<file path="src/rtl/load_align_extender.sv">
// load_align_extender
//
// Extracts a byte, half-word or full word from a raw memory word and
// right-aligns it. Bytes and halves are then sign- or zero-extended.
// Misaligned or reserved requests produce zero data, raise out_misaligned
// and bump a saturating error counter.
//
// The output stage is a main register backed by one skid register. in_ready
// is registered, so the upstream never sees a combinational path from
// out_ready. Throughput is one request per cycle while out_ready stays high.
//
// Ports
//   clk, reset      single clock; synchronous active-high reset
//   in_valid/ready  request handshake (transfer when both high at an edge)
//   in_word         raw memory word
//   in_offset       byte address within the word
//   in_size         0 = byte, 1 = half, 2 = full word, 3 = reserved
//   in_signExtend   1 = sign fill, 0 = zero fill (ignored for full word)
//   out_valid/ready result handshake
//   out_data        aligned, extended result (0 when misaligned)
//   out_misaligned  request was misaligned or reserved
//   err_count       saturating count of accepted misaligned requests
module load_align_extender #(
    parameter int DATA_WIDTH    = 32,
    parameter bit BIG_ENDIAN    = 1'b1,
    parameter int ERR_CNT_WIDTH = 16
) (
    input  logic                             clk,
    input  logic                             reset,
    input  logic                             in_valid,
    output logic                             in_ready,
    input  logic [DATA_WIDTH-1:0]            in_word,
    input  logic [$clog2(DATA_WIDTH/8)-1:0]  in_offset,
    input  logic [1:0]                       in_size,
    input  logic                             in_signExtend,
    output logic                             out_valid,
    input  logic                             out_ready,
    output logic [DATA_WIDTH-1:0]            out_data,
    output logic                             out_misaligned,
    output logic [ERR_CNT_WIDTH-1:0]         err_count
);
    localparam int NBYTES  = DATA_WIDTH / 8;
    localparam int NHALVES = DATA_WIDTH / 16;
    localparam int OFFW    = $clog2(NBYTES);

    // ------------------------------------------------------------------
    // Lane extraction
    // ------------------------------------------------------------------
    logic [7:0]  byte_lane [NBYTES];
    logic [15:0] half_lane [NHALVES];
    logic [OFFW-1:0] byte_idx;
    logic [OFFW-2:0] half_idx;

    genvar gi;
    generate
        for (gi = 0; gi < NBYTES; gi++) begin : g_byte_lane
            assign byte_lane[gi] = in_word[8*gi +: 8];
        end
        for (gi = 0; gi < NHALVES; gi++) begin : g_half_lane
            assign half_lane[gi] = in_word[16*gi +: 16];
        end

        // The lane counts are powers of two, so "count - 1 - idx" is simply
        // the bitwise inverse of idx.
        if (BIG_ENDIAN) begin : g_be
            assign byte_idx = ~in_offset;
            assign half_idx = ~in_offset[OFFW-1:1];
        end else begin : g_le
            assign byte_idx = in_offset;
            assign half_idx = in_offset[OFFW-1:1];
        end
    endgenerate

    logic [7:0]            sel_byte;
    logic [15:0]           sel_half;
    logic [DATA_WIDTH-1:0] res_data;
    logic                  res_mis;

    assign sel_byte = byte_lane[byte_idx];
    assign sel_half = half_lane[half_idx];

    always_comb begin
        res_data = '0;
        res_mis  = 1'b0;
        case (in_size)
            2'd0: res_data = {{(DATA_WIDTH-8){in_signExtend & sel_byte[7]}}, sel_byte};
            2'd1: begin
                if (in_offset[0]) begin
                    res_mis = 1'b1;
                end else begin
                    res_data = {{(DATA_WIDTH-16){in_signExtend & sel_half[15]}}, sel_half};
                end
            end
            2'd2: begin
                if (in_offset != '0) begin
                    res_mis = 1'b1;
                end else begin
                    res_data = in_word;
                end
            end
            default: res_mis = 1'b1;
        endcase
    end

    // ------------------------------------------------------------------
    // Output stage: main register + skid register
    // ------------------------------------------------------------------
    logic                     main_valid_reg, main_valid_next;
    logic [DATA_WIDTH-1:0]    main_data_reg,  main_data_next;
    logic                     main_mis_reg,   main_mis_next;
    logic                     skid_valid_reg, skid_valid_next;
    logic [DATA_WIDTH-1:0]    skid_data_reg,  skid_data_next;
    logic                     skid_mis_reg,   skid_mis_next;
    logic                     in_ready_reg,   in_ready_next;
    logic [ERR_CNT_WIDTH-1:0] err_count_reg,  err_count_next;

    logic accept;
    logic main_free;

    assign accept    = in_valid && in_ready_reg;
    // Main register can take new contents: empty, or draining this edge.
    assign main_free = !main_valid_reg || out_ready;

    always_comb begin
        main_valid_next = main_valid_reg;
        main_data_next  = main_data_reg;
        main_mis_next   = main_mis_reg;
        skid_valid_next = skid_valid_reg;
        skid_data_next  = skid_data_reg;
        skid_mis_next   = skid_mis_reg;
        err_count_next  = err_count_reg;

        if (main_free) begin
            if (skid_valid_reg) begin
                // in_ready is low while the skid is full, so no accept can
                // coincide with this refill.
                main_valid_next = 1'b1;
                main_data_next  = skid_data_reg;
                main_mis_next   = skid_mis_reg;
                skid_valid_next = 1'b0;
            end else if (accept) begin
                main_valid_next = 1'b1;
                main_data_next  = res_data;
                main_mis_next   = res_mis;
            end else begin
                main_valid_next = 1'b0;
            end
        end else if (accept) begin
            skid_valid_next = 1'b1;
            skid_data_next  = res_data;
            skid_mis_next   = res_mis;
        end

        if (accept && res_mis && !(&err_count_reg)) begin
            err_count_next = err_count_reg + ERR_CNT_WIDTH'(1);
        end

        in_ready_next = !skid_valid_next;
    end

    always_ff @(posedge clk) begin
        if (reset) begin
            main_valid_reg <= 1'b0;
            main_data_reg  <= '0;
            main_mis_reg   <= 1'b0;
            skid_valid_reg <= 1'b0;
            skid_data_reg  <= '0;
            skid_mis_reg   <= 1'b0;
            in_ready_reg   <= 1'b1;
            err_count_reg  <= '0;
        end else begin
            main_valid_reg <= main_valid_next;
            main_data_reg  <= main_data_next;
            main_mis_reg   <= main_mis_next;
            skid_valid_reg <= skid_valid_next;
            skid_data_reg  <= skid_data_next;
            skid_mis_reg   <= skid_mis_next;
            in_ready_reg   <= in_ready_next;
            err_count_reg  <= err_count_next;
        end
    end

    assign in_ready       = in_ready_reg;
    assign out_valid      = main_valid_reg;
    assign out_data       = main_data_reg;
    assign out_misaligned = main_mis_reg;
    assign err_count      = err_count_reg;

endmodule

</file>
<file path="config.mk">
export PLATFORM = sky130hd
export DESIGN_NAME = load_align_extender
export DESIGN_NICKNAME = d
export VERILOG_FILES = /design/src/rtl/load_align_extender.sv
export SDC_FILE = /design/constraint.sdc
export NUM_CORES = 1
export LEC_CHECK = 0
export ABC_CLOCK_PERIOD_IN_PS = 2500
export CAP_MARGIN = 20
export CORE_MARGIN = 1
export CORE_UTILIZATION = 25
export CTS_CLUSTER_SIZE = 20
export DETAILED_ROUTE_END_ITERATION = 7
export DONT_BUFFER_PORTS = 1
export GPL_TIMING_DRIVEN = 0
export PLACE_DENSITY_LB_ADDON = 0.25
export SYNTH_ARGS = -nofsm -noshare
export SYNTH_HDL_FRONTEND = slang
export SYNTH_SLANG_ARGS = --single-unit
</file>
<file path="constraint.sdc">
create_clock -name clk -period 2.5 [get_ports clk]
set_input_delay 0.75 -clock clk [delete_from_list [all_inputs] [get_ports clk]]
set_output_delay 0.75 -clock clk [all_outputs]
set_load 0.05 [all_outputs]
</file>
# Word level (Yosys, flattened, before mapping)

Cells that the tools add are included.

Bits in latches: 0
Word-level logic and storage cells: 53
Register bits: 85
Bits in writable memories: 0
Output and inout bits: 51
Bits in read-only memories: 0
Memories kept: 0
Input bits: 41

Reduce and logical (&&, ||, !) cells: 13
$lt $le $gt $ge: 2
Divide/modulo/power cells: 0
Bitwise gates (word level): 7
Multiply operators: 0
Equality and inequality tests: 2
Shift-type cells: 0
Multiplexer cells: 20
Add/subtract/negate cells: 1

Operators with widths:

| operator                                                  | number |
|---|---|
| two-way mux 32 bit                                        | 4 |
| one-hot mux 32 bit (3 select lines)                       | 1 |
| two-way mux 16 bit                                        | 3 |
| adder 16 x 1 -> 16 bit (second input constant)            | 1 |
| binary-select mux 8 bit (select 2 bit)                    | 1 |
| two-way mux 8 bit                                         | 2 |
| AND reduction 16 bit                                      | 1 |
| two-way mux 1 bit                                         | 8 |
| AND reduction 2 bit                                       | 2 |
| nonzero test 2 bit                                        | 2 |
| greater-or-equal comparator 3 bit (second input constant) | 1 |
| logical AND 1 bit                                         | 3 |
| zero test 1 bit                                           | 3 |
| inverter 2 -> 3 bit                                       | 1 |
| one-hot mux 1 bit (3 select lines)                        | 1 |
| bitwise AND 1 bit                                         | 2 |
| equality test 2 x 1 -> 1 bit (second input constant)      | 1 |
| equality test 2 bit (second input constant)               | 1 |
| greater-or-equal comparator 2 bit (second input constant) | 1 |
| zero test 2 bit                                           | 1 |
| inverter 1 bit                                            | 2 |
| inverter 1 -> 2 bit                                       | 1 |
| inverter 2 bit                                            | 1 |
| logical OR 1 bit                                          | 1 |

# Depth between registers and ports, before layout

Gate-level depths: netlist of the first run.

Word-level depth: 10
Gate-level depth with buffers: 7
Gate-level depth less buffers: 5

# Worst setup path after synthesis of the first run

OpenSTA, ideal clock, no wires.

Kind: reg2reg
Start: reg err_count_reg[2], in the netlist err_count[2]
End: reg err_count_reg[9], in the netlist err_count[9]
Library setup time: 0.121 ns
Period minus slack after synthesis: 2.268 ns
Arrival: 2.147 ns
Cell stages (with the launch flop): 5
Setup slack: 0.232 ns
Path buffers: 0
Required time: 2.379 ns
Path through: dfxtp_1 > nand4_1 > or4b_2 > nor3_1 > mux2_2

Longest elaborated chain between the ends: 3
Elaborated cells on any way between the ends: 4
Classes of those cells: add/sub: 1; reduce/logical: 3

Ends and longest elaborated chain:

| what                                                           | line | text |
|---|---|---|
| from (decl)                                                    | 115  | `logic [ERR_CNT_WIDTH-1:0] err_count_reg, err_count_next;` |
| from (signal assigned)                                         | 179  | `err_count_reg <= err_count_next;` |
| branches (longest 3 deep; another with adder 16 x 1 -> 16 bit) | -    |  |

Parallel ways; which one is timed is not known.
A chain may end at the register's enable or synchronous reset.

# Worst setup path after layout of the first run

Start: reg err_count_reg[7], in the netlist err_count[7]
End: reg err_count_reg[9], in the netlist err_count[9]

Same word-level chain as after synthesis.

==> metrics.md, run 1 <==
| Metric | Value |
|---|---|
| First-pass GRT wire length | 23870 um |
| Sequential-to-total area share from yosys stat | 39.36% |
| Core Rows | 47 |
| Cell accounting for the most synthesized area | dfxtp_1 |
| Maximum fanout along the worst path | 10 |
| Capture instance of the worst register-to-register path | err_count[9]$_SDFFE_PP0P_ |
| Fraction of post-synthesis cell area in the top cell type by area | 39.36% |
| Die H | 133.5 um |
| Max_cap viols | 0 |
| Hold violation count in the final report | 0 |
| Most used cells in the layout excluding fill and tap cells | dfxtp_1, nor2_1, a21oi_1 |
| Setup Viol. Count Final | 0 |
| Maximum level of the CTS H-tree | 3 |
| Cells taking the most area after synthesis | dfxtp_1, nand3b_1, a21oi_1, nor2_1, a311oi_1 |
| LEAKAGE | 1.519 nW |
| Critical Path Source Type | register |
| Area growth, synth to finish | 13.52% |
| Combinational family with the most area after synthesis | compound AO/OA/AOI/OAI gates |
| Fraction of the mapped netlist area in compound gates | 27.93% |
| Hold Crit Depth | 2 |
| Maximum number of pins on one net before global-route repair | 14 |
| Finished Cell Area | 0.004907 mm2 |
| Worst Setup Slack post-DPL | -0.2354 ns |
| Worst Slack Setup Final | 0.1295 ns |
| Synthesized area per cell | 8.594 um2 |
| Min Hold Slack | 0.4646 ns |
| Power density of the placed cells | 661.0 mW/mm2 |
| Inserted Clock Buffers | 9 |
| Arrival time of the worst setup path | 2.60 ns |
| Share of final-layout standard cells stronger than drive strength 1 | 11.37% |
| Most common cell after layout, fill and taps aside | dfxtp_1 |
| #FFs+latches synth | 85 |
| Remaining DRCs | 0 |
| Clock Latency Late Sink | 0.34 ns |
| Post-Synthesis Cells | 503 |
| Setup slack of the worst register-to-register path | 0.13 ns |
| Number of synthesized flops with an enable pin | 0 |
| DRC violation total after the first TritonRoute iteration | 304 |
| I/O pins | 92 |
| Count of pins over their slew limit | 0 |
| Vias in the first global route | 3998 |
| Peak ir drop on the vdd network | 0.3202 mV |
| Ys flop type | dfxtp_1 |
| Max Clk Rate | 421.9 MHz |
| Total power | 3.244 mW |
| Total routing usage reported by global routing | 17.48% |
| CTS sink count | 85 |
| Count of buffers from port buffering | 0 |
| Die span in x | 133.5 um |
| Number of placed cells counting well taps | 724 |
| Number of unique standard cell types used by synthesis | 55 |
| Floorplan core area | 0.01676 mm2 |
| Outcome | completed |
| Sum of net half-perimeters after detailed placement | 11510 um |
| NumNets Final | 557 |
| Grt ovf | 0 |
| Startpoint of the worst-slack reg-to-reg timing path | err_count[7]$_SDFFE_PP0P_ |
| Clock tree root driver cell | clkbuf_16 |
| Post-synthesis net count | 545 |
| Antenna violations before repair | 0 |
| Starting density of the core | 25.79% |
| Worst Setup End Kind | register |
| Non-filler instance count after layout | 739 |
| Number of buffers on the longest clock path | 2 |
| Synth warnings | 0 |
| Worst r2r path cells | 5 |
| Mean number of vias per cell | 5.517 |
| Destination of the worst hold path | skid_data_reg[7]$_SDFFE_PP0P_ |
| Total via count in the routed design | 4077 |
| Origin of the worst min-delay path | skid_data_reg[7]$_SDFFE_PP0P_ |
| Worst Path Required | 2.72 ns |
| Cell area after placement | 0.004606 mm2 |
| First-pass DRT Iterations | 4 |
| Die outline area | 0.01782 mm2 |
| Max-slew headroom at the worst pin | 41.71% |
| Pin slew with the least headroom to its limit | 0.8669 ns |
| Clock period minus final worst setup slack | 2.370 ns |
| Post-detailed-routing wire length | 15440 um |
| Hold Crit Class | reg -> reg |
| Fin Clk Skew | 0.008301 ns |
| Fraction of synthesized cell area in xor and xnor cells | 0.2026% |
| Final cycle utilization of the critical path | 94.82% |
| Detail Route Antenna Nets | 0 |
| Area share of and/or/nand/nor cells after synthesis | 22.20% |
| Avg WL per Cell | 20.89 um |
| Register clock-pin slew on the reported worst setup and hold paths | 0.06 ns |
| Clock tree from TritonCTS | built |
| Category of the critical setup timing path | reg -> reg |
| Inserted Diodes | 0 |
| Post-synthesis share of cell area spent on full adders, half adders and majority gates | 0.2894% |
| Portion of netlist area occupied by mux cells | 3.647% |
| Share of flip-flops with an asynchronous set or reset | 0% |
| Final weighted congestion in routability-driven placement | 0.8443 |
| Unrepaired setup endpoints after global routing | false |
| Syn Std Cell Area | 0.004323 mm2 |
==> worst max-delay path: stages (launching register included) <==
cell and delay, ns:
dfxtp_1 0.72, nand4_1 0.36, nor4_2 0.51, buf_2 0.30, nor3_1 0.10, mux2_2 0.27
==> power breakdown <==
part / leakage [nW] / switching, mW / internal, mW
clock: 0.137 / 0.558 / 0.748
sequential: 0.695 / 0.175 / 1.42
combinational: 0.687 / 0.228 / 0.118
==> cell usage after synthesis, drive strengths merged (4+ instances only) <==
| cell | count |
|---|---|
| a32oi | 8 |
| inv | 21 |
| nor4 | 7 |
| a211oi | 17 |
| nor3 | 9 |
| nor2 | 43 |
| nand3 | 5 |
| o211ai | 8 |
| dfxtp | 85 |
| or4 | 4 |
| or3 | 6 |
| a21oi | 38 |
| nand4 | 14 |
| a311oi | 17 |
| mux2i | 9 |
| a2111oi | 8 |
| o21bai | 8 |
| o21ai | 21 |
| nor2b | 6 |
| mux2 | 6 |
| o221ai | 8 |
| a221oi | 17 |
| o31ai | 4 |
| nand3b | 31 |
| buf | 11 |
| and3 | 7 |
| clkbuf | 33 |
| nand2 | 30 |
==> worst max-delay path by stage <==
| stage | start | to | slack (ns) |
|---|---|---|---|
| 2_1_floorplan | err_count[2]$_SDFFE_PP0P_ | err_count[9]$_SDFFE_PP0P_ | 0.23 |
| 3_3_place_gp | in_ready$_SDFF_PP1_ | out_data[14]$_SDFFE_PP0P_ | -0.46 |
| 3_5_place_dp | out_ready | out_data[23]$_SDFFE_PP0P_ | -0.24 |
| 4_1_cts | out_valid$_SDFFE_PP0P_ | out_data[23]$_SDFFE_PP0P_ | 0.007 |
| 5_1_grt | err_count[7]$_SDFFE_PP0P_ | err_count[9]$_SDFFE_PP0P_ | 0.004 |
| 6_report | err_count[7]$_SDFFE_PP0P_ | err_count[9]$_SDFFE_PP0P_ | 0.13 |
==> what timing repair did <==
action,CTS,global route
endpoints found under the setup margin,13,15
hold buffers,0,0
setup buffers,0,0
resized for setup,5,8
==> logic make-up (layout without fill, tap and decap cells) <==
family          after synthesis  after routing
simple gates                173            173
xor+xnor                      1              1
compound gates              162            162
fa+ha+maj                     1              1
flops                        85             85
mux                          15             15
buf+inv                      66             82
==> through the flow <==
stage	utilization, %	setup TNS, ns
after floorplan	-	0
after global placement	27.44	-3.782
after detailed placement	27.48	-1.565
after CTS	29.23	0
after global routing	29.28	0
final	29.28	0
==> final cells by class <==
class / instances / area (um2)
Tap cell: 220 / 275.3
Multi-Input combinational cell: 352 / 2349
Inverter: 22 / 82.58
Buffer: 44 / 193.9
Timing Repair Buffer: 1 / 7.507
Fill cell: 1779 / 11850
Sequential cell: 85 / 1713
Clock buffer: 12 / 266.5
Clock inverter: 3 / 20.02
==> per-layer routing <==
metal  vias up  GRT usage, %  wire length (um)
li1       1948             -                 -
met5         -             0                 0
met2       125         27.95              7321
met1      1987         21.42              6417
met3        17         6.088              1394
met4         0         6.881               301
(Power assumes the default switching activity.)
==> run 2, diff against run 1 <==
Settings changed: GPL_TIMING_DRIVEN 0 to unset.
==> run 2 against run 1 <==
Effect of this change:
- first-iteration DRC count is 27% lower
- critical path type is now in -> reg
- utilization is 0.57 points higher
- final cell count is 1.4% lower
- combinational power is 11% lower
- largest cell class unchanged
- critical path depth is 1 lower
- hold slack worse by 0.012 ns
==> metrics.md, run 2 (synthesis gave the netlist of run 1 again) <==
| Metric | Value |
|---|---|
| Outcome | completed |
| Antenna violations before repair | 0 |
| Critical Path Source Type | primary input |
| Detail Route Antenna Nets | 0 |
| End-of-flow core utilization | 29.85% |
| Mean number of vias per cell | 5.401 |
| Max Clk Rate | 468.7 MHz |
| Number of placed cells counting well taps | 712 |
| NumNets Final | 546 |
| Destination of the worst hold path | skid_mis_reg$_SDFFE_PP0P_ |
| Setup slack of the worst register-to-register path | 0.45 ns |
| Clock period minus final worst setup slack | 2.134 ns |
| Arrival time of the worst setup path | 2.31 ns |
| Count of buffers from port buffering | 0 |
| Startpoint of the worst-slack reg-to-reg timing path | in_ready$_SDFF_PP1_ |
| Post-CTS Setup Bufs | 0 |
| Worst Path Required | 2.68 ns |
| Remaining DRCs | 0 |
| Capture instance of the worst register-to-register path | err_count[7]$_SDFFE_PP0P_ |
| First-pass DRT Iterations | 5 |
| DRC violation total after the first TritonRoute iteration | 223 |
| Maximum number of pins on one net before global-route repair | 77 |
| Setup Viol. Count Final | 0 |
| Unrepaired setup endpoints after global routing | false |
| Vias in the first global route | 3761 |
| Peak ir drop on the vdd network | 0.3401 mV |
| Worst Setup End Kind | register |
| Area growth, synth to finish | 15.72% |
| Avg WL per Cell | 19.18 um |
| Final weighted congestion in routability-driven placement | 0.7653 |
| Max_cap viols | 0 |
| Maximum fanout along the worst path | 29 |
| Number of buffers on the longest clock path | 2 |
| Register clock-pin slew on the reported worst setup and hold paths | 0.07 ns |
| Fin Clk Skew | 0.009889 ns |
| Hold violation count in the final report | 0 |
| Post-detailed-routing wire length | 13980 um |
| Min Hold Slack | 0.4528 ns |
| Core Rows | 47 |
| Origin of the worst min-delay path | skid_mis_reg$_SDFFE_PP0P_ |
| Count of pins over their slew limit | 0 |
| Total via count in the routed design | 3937 |
| Power density of the placed cells | 650.3 mW/mm2 |
| Cell area after placement | 0.004687 mm2 |
| Starting density of the core | 25.79% |
| Category of the critical setup timing path | in -> reg |
| Crit path from | in_offset[1] |
| Total routing usage reported by global routing | 15.55% |
| Most used cells in the layout excluding fill and tap cells | dfxtp_1, nor2_1, a21oi_1 |
| Inserted Diodes | 0 |
| Quantity of hold-fixing buffers added after cts | 0 |
| Clock tree root driver cell | clkbuf_16 |
| First-pass GRT wire length | 21450 um |
| Maximum level of the CTS H-tree | 3 |
| Non-filler instance count after layout | 729 |
| LEAKAGE | 1.612 nW |
| Floorplan core area | 0.01676 mm2 |
| Clock Latency Late Sink | 0.34 ns |
| Die H | 133.5 um |
| CTS resizes | 0 |
| Final cycle utilization of the critical path | 85.35% |
| Share of final-layout standard cells stronger than drive strength 1 | 14.54% |
| Hold Crit Depth | 2 |
| Die span in x | 133.5 um |
| Finished Cell Area | 0.005002 mm2 |
| I/O pins | 92 |
| Inserted Clock Buffers | 9 |
| Pin slew with the least headroom to its limit | 0.9405 ns |
| Clock tree from TritonCTS | built |
| Die outline area | 0.01782 mm2 |
| Sum of net half-perimeters after detailed placement | 9895 um |
| Grt ovf | 0 |
| Max-slew headroom at the worst pin | 36.77% |
| Worst r2r path cells | 4 |
| Most common cell after layout, fill and taps aside | dfxtp_1 |
| Hold Crit Class | reg -> reg |
| CTS sink count | 85 |
| Total power | 3.253 mW |
## run 2: changes by cell type in the layout (fill, tap and decap cells not counted), sizes merged
cell	before	now
bufinv	0	1
clkinvlp	2	3
buf	12	34
inv	21	22
clkinv	2	3
clkbuf	45	9
## run 2: stage by stage
step	setup slack [ns]	TNS [ns]
floorplan	0.2320	0
global placement	-0.02165	-0.1573
detailed placement	-0.1207	-1.856
CTS	0.2238	0
global route	0.1703	0
finish	0.3663	0
## run 2: critical path: stages
cell and delay (ns):
mux2i_1 0.34, nor3b_1 0.15, o31ai_1 0.81, o21ai_0 0.23
## run 2: worst max-delay path by stage
stage                                     endpoint  slack (ns)
detailed placement  skid_data_reg[18]$_SDFFE_PP0P_       -0.12
floorplan                err_count[9]$_SDFFE_PP0P_        0.23
finish                   out_data[27]$_SDFFE_PP0P_        0.37
CTS                      out_data[16]$_SDFFE_PP0P_        0.22
global placement          out_data[0]$_SDFFE_PP0P_       -0.02
global route             out_data[26]$_SDFFE_PP0P_        0.17
## run 2: layout make-up
cell class / instances / area, um2
fillers: 1774 / 11760
multi-input cells: 352 / 2360
flip-flops and latches: 85 / 1702
repair buffers: 34 / 282.8
well taps: 220 / 275.3
clock buffers: 9 / 225.2
inverters: 22 / 82.58
clock inverters: 7 / 75.07
## run 2: layer usage
layer  track usage [%]  up-vias  routed length, um
li1                  -     1926                  -
met3             5.898       22               1160
met2             24.16       81               6527
met5                 0        -                  0
met4             6.376        0                340
met1             19.23     1908               5952
## run 2: where the power goes
group | internal (mW) | switching (mW)
Sequential | 1.41 | 0.162
Clock | 0.778 | 0.589
Combinational | 0.123 | 0.186
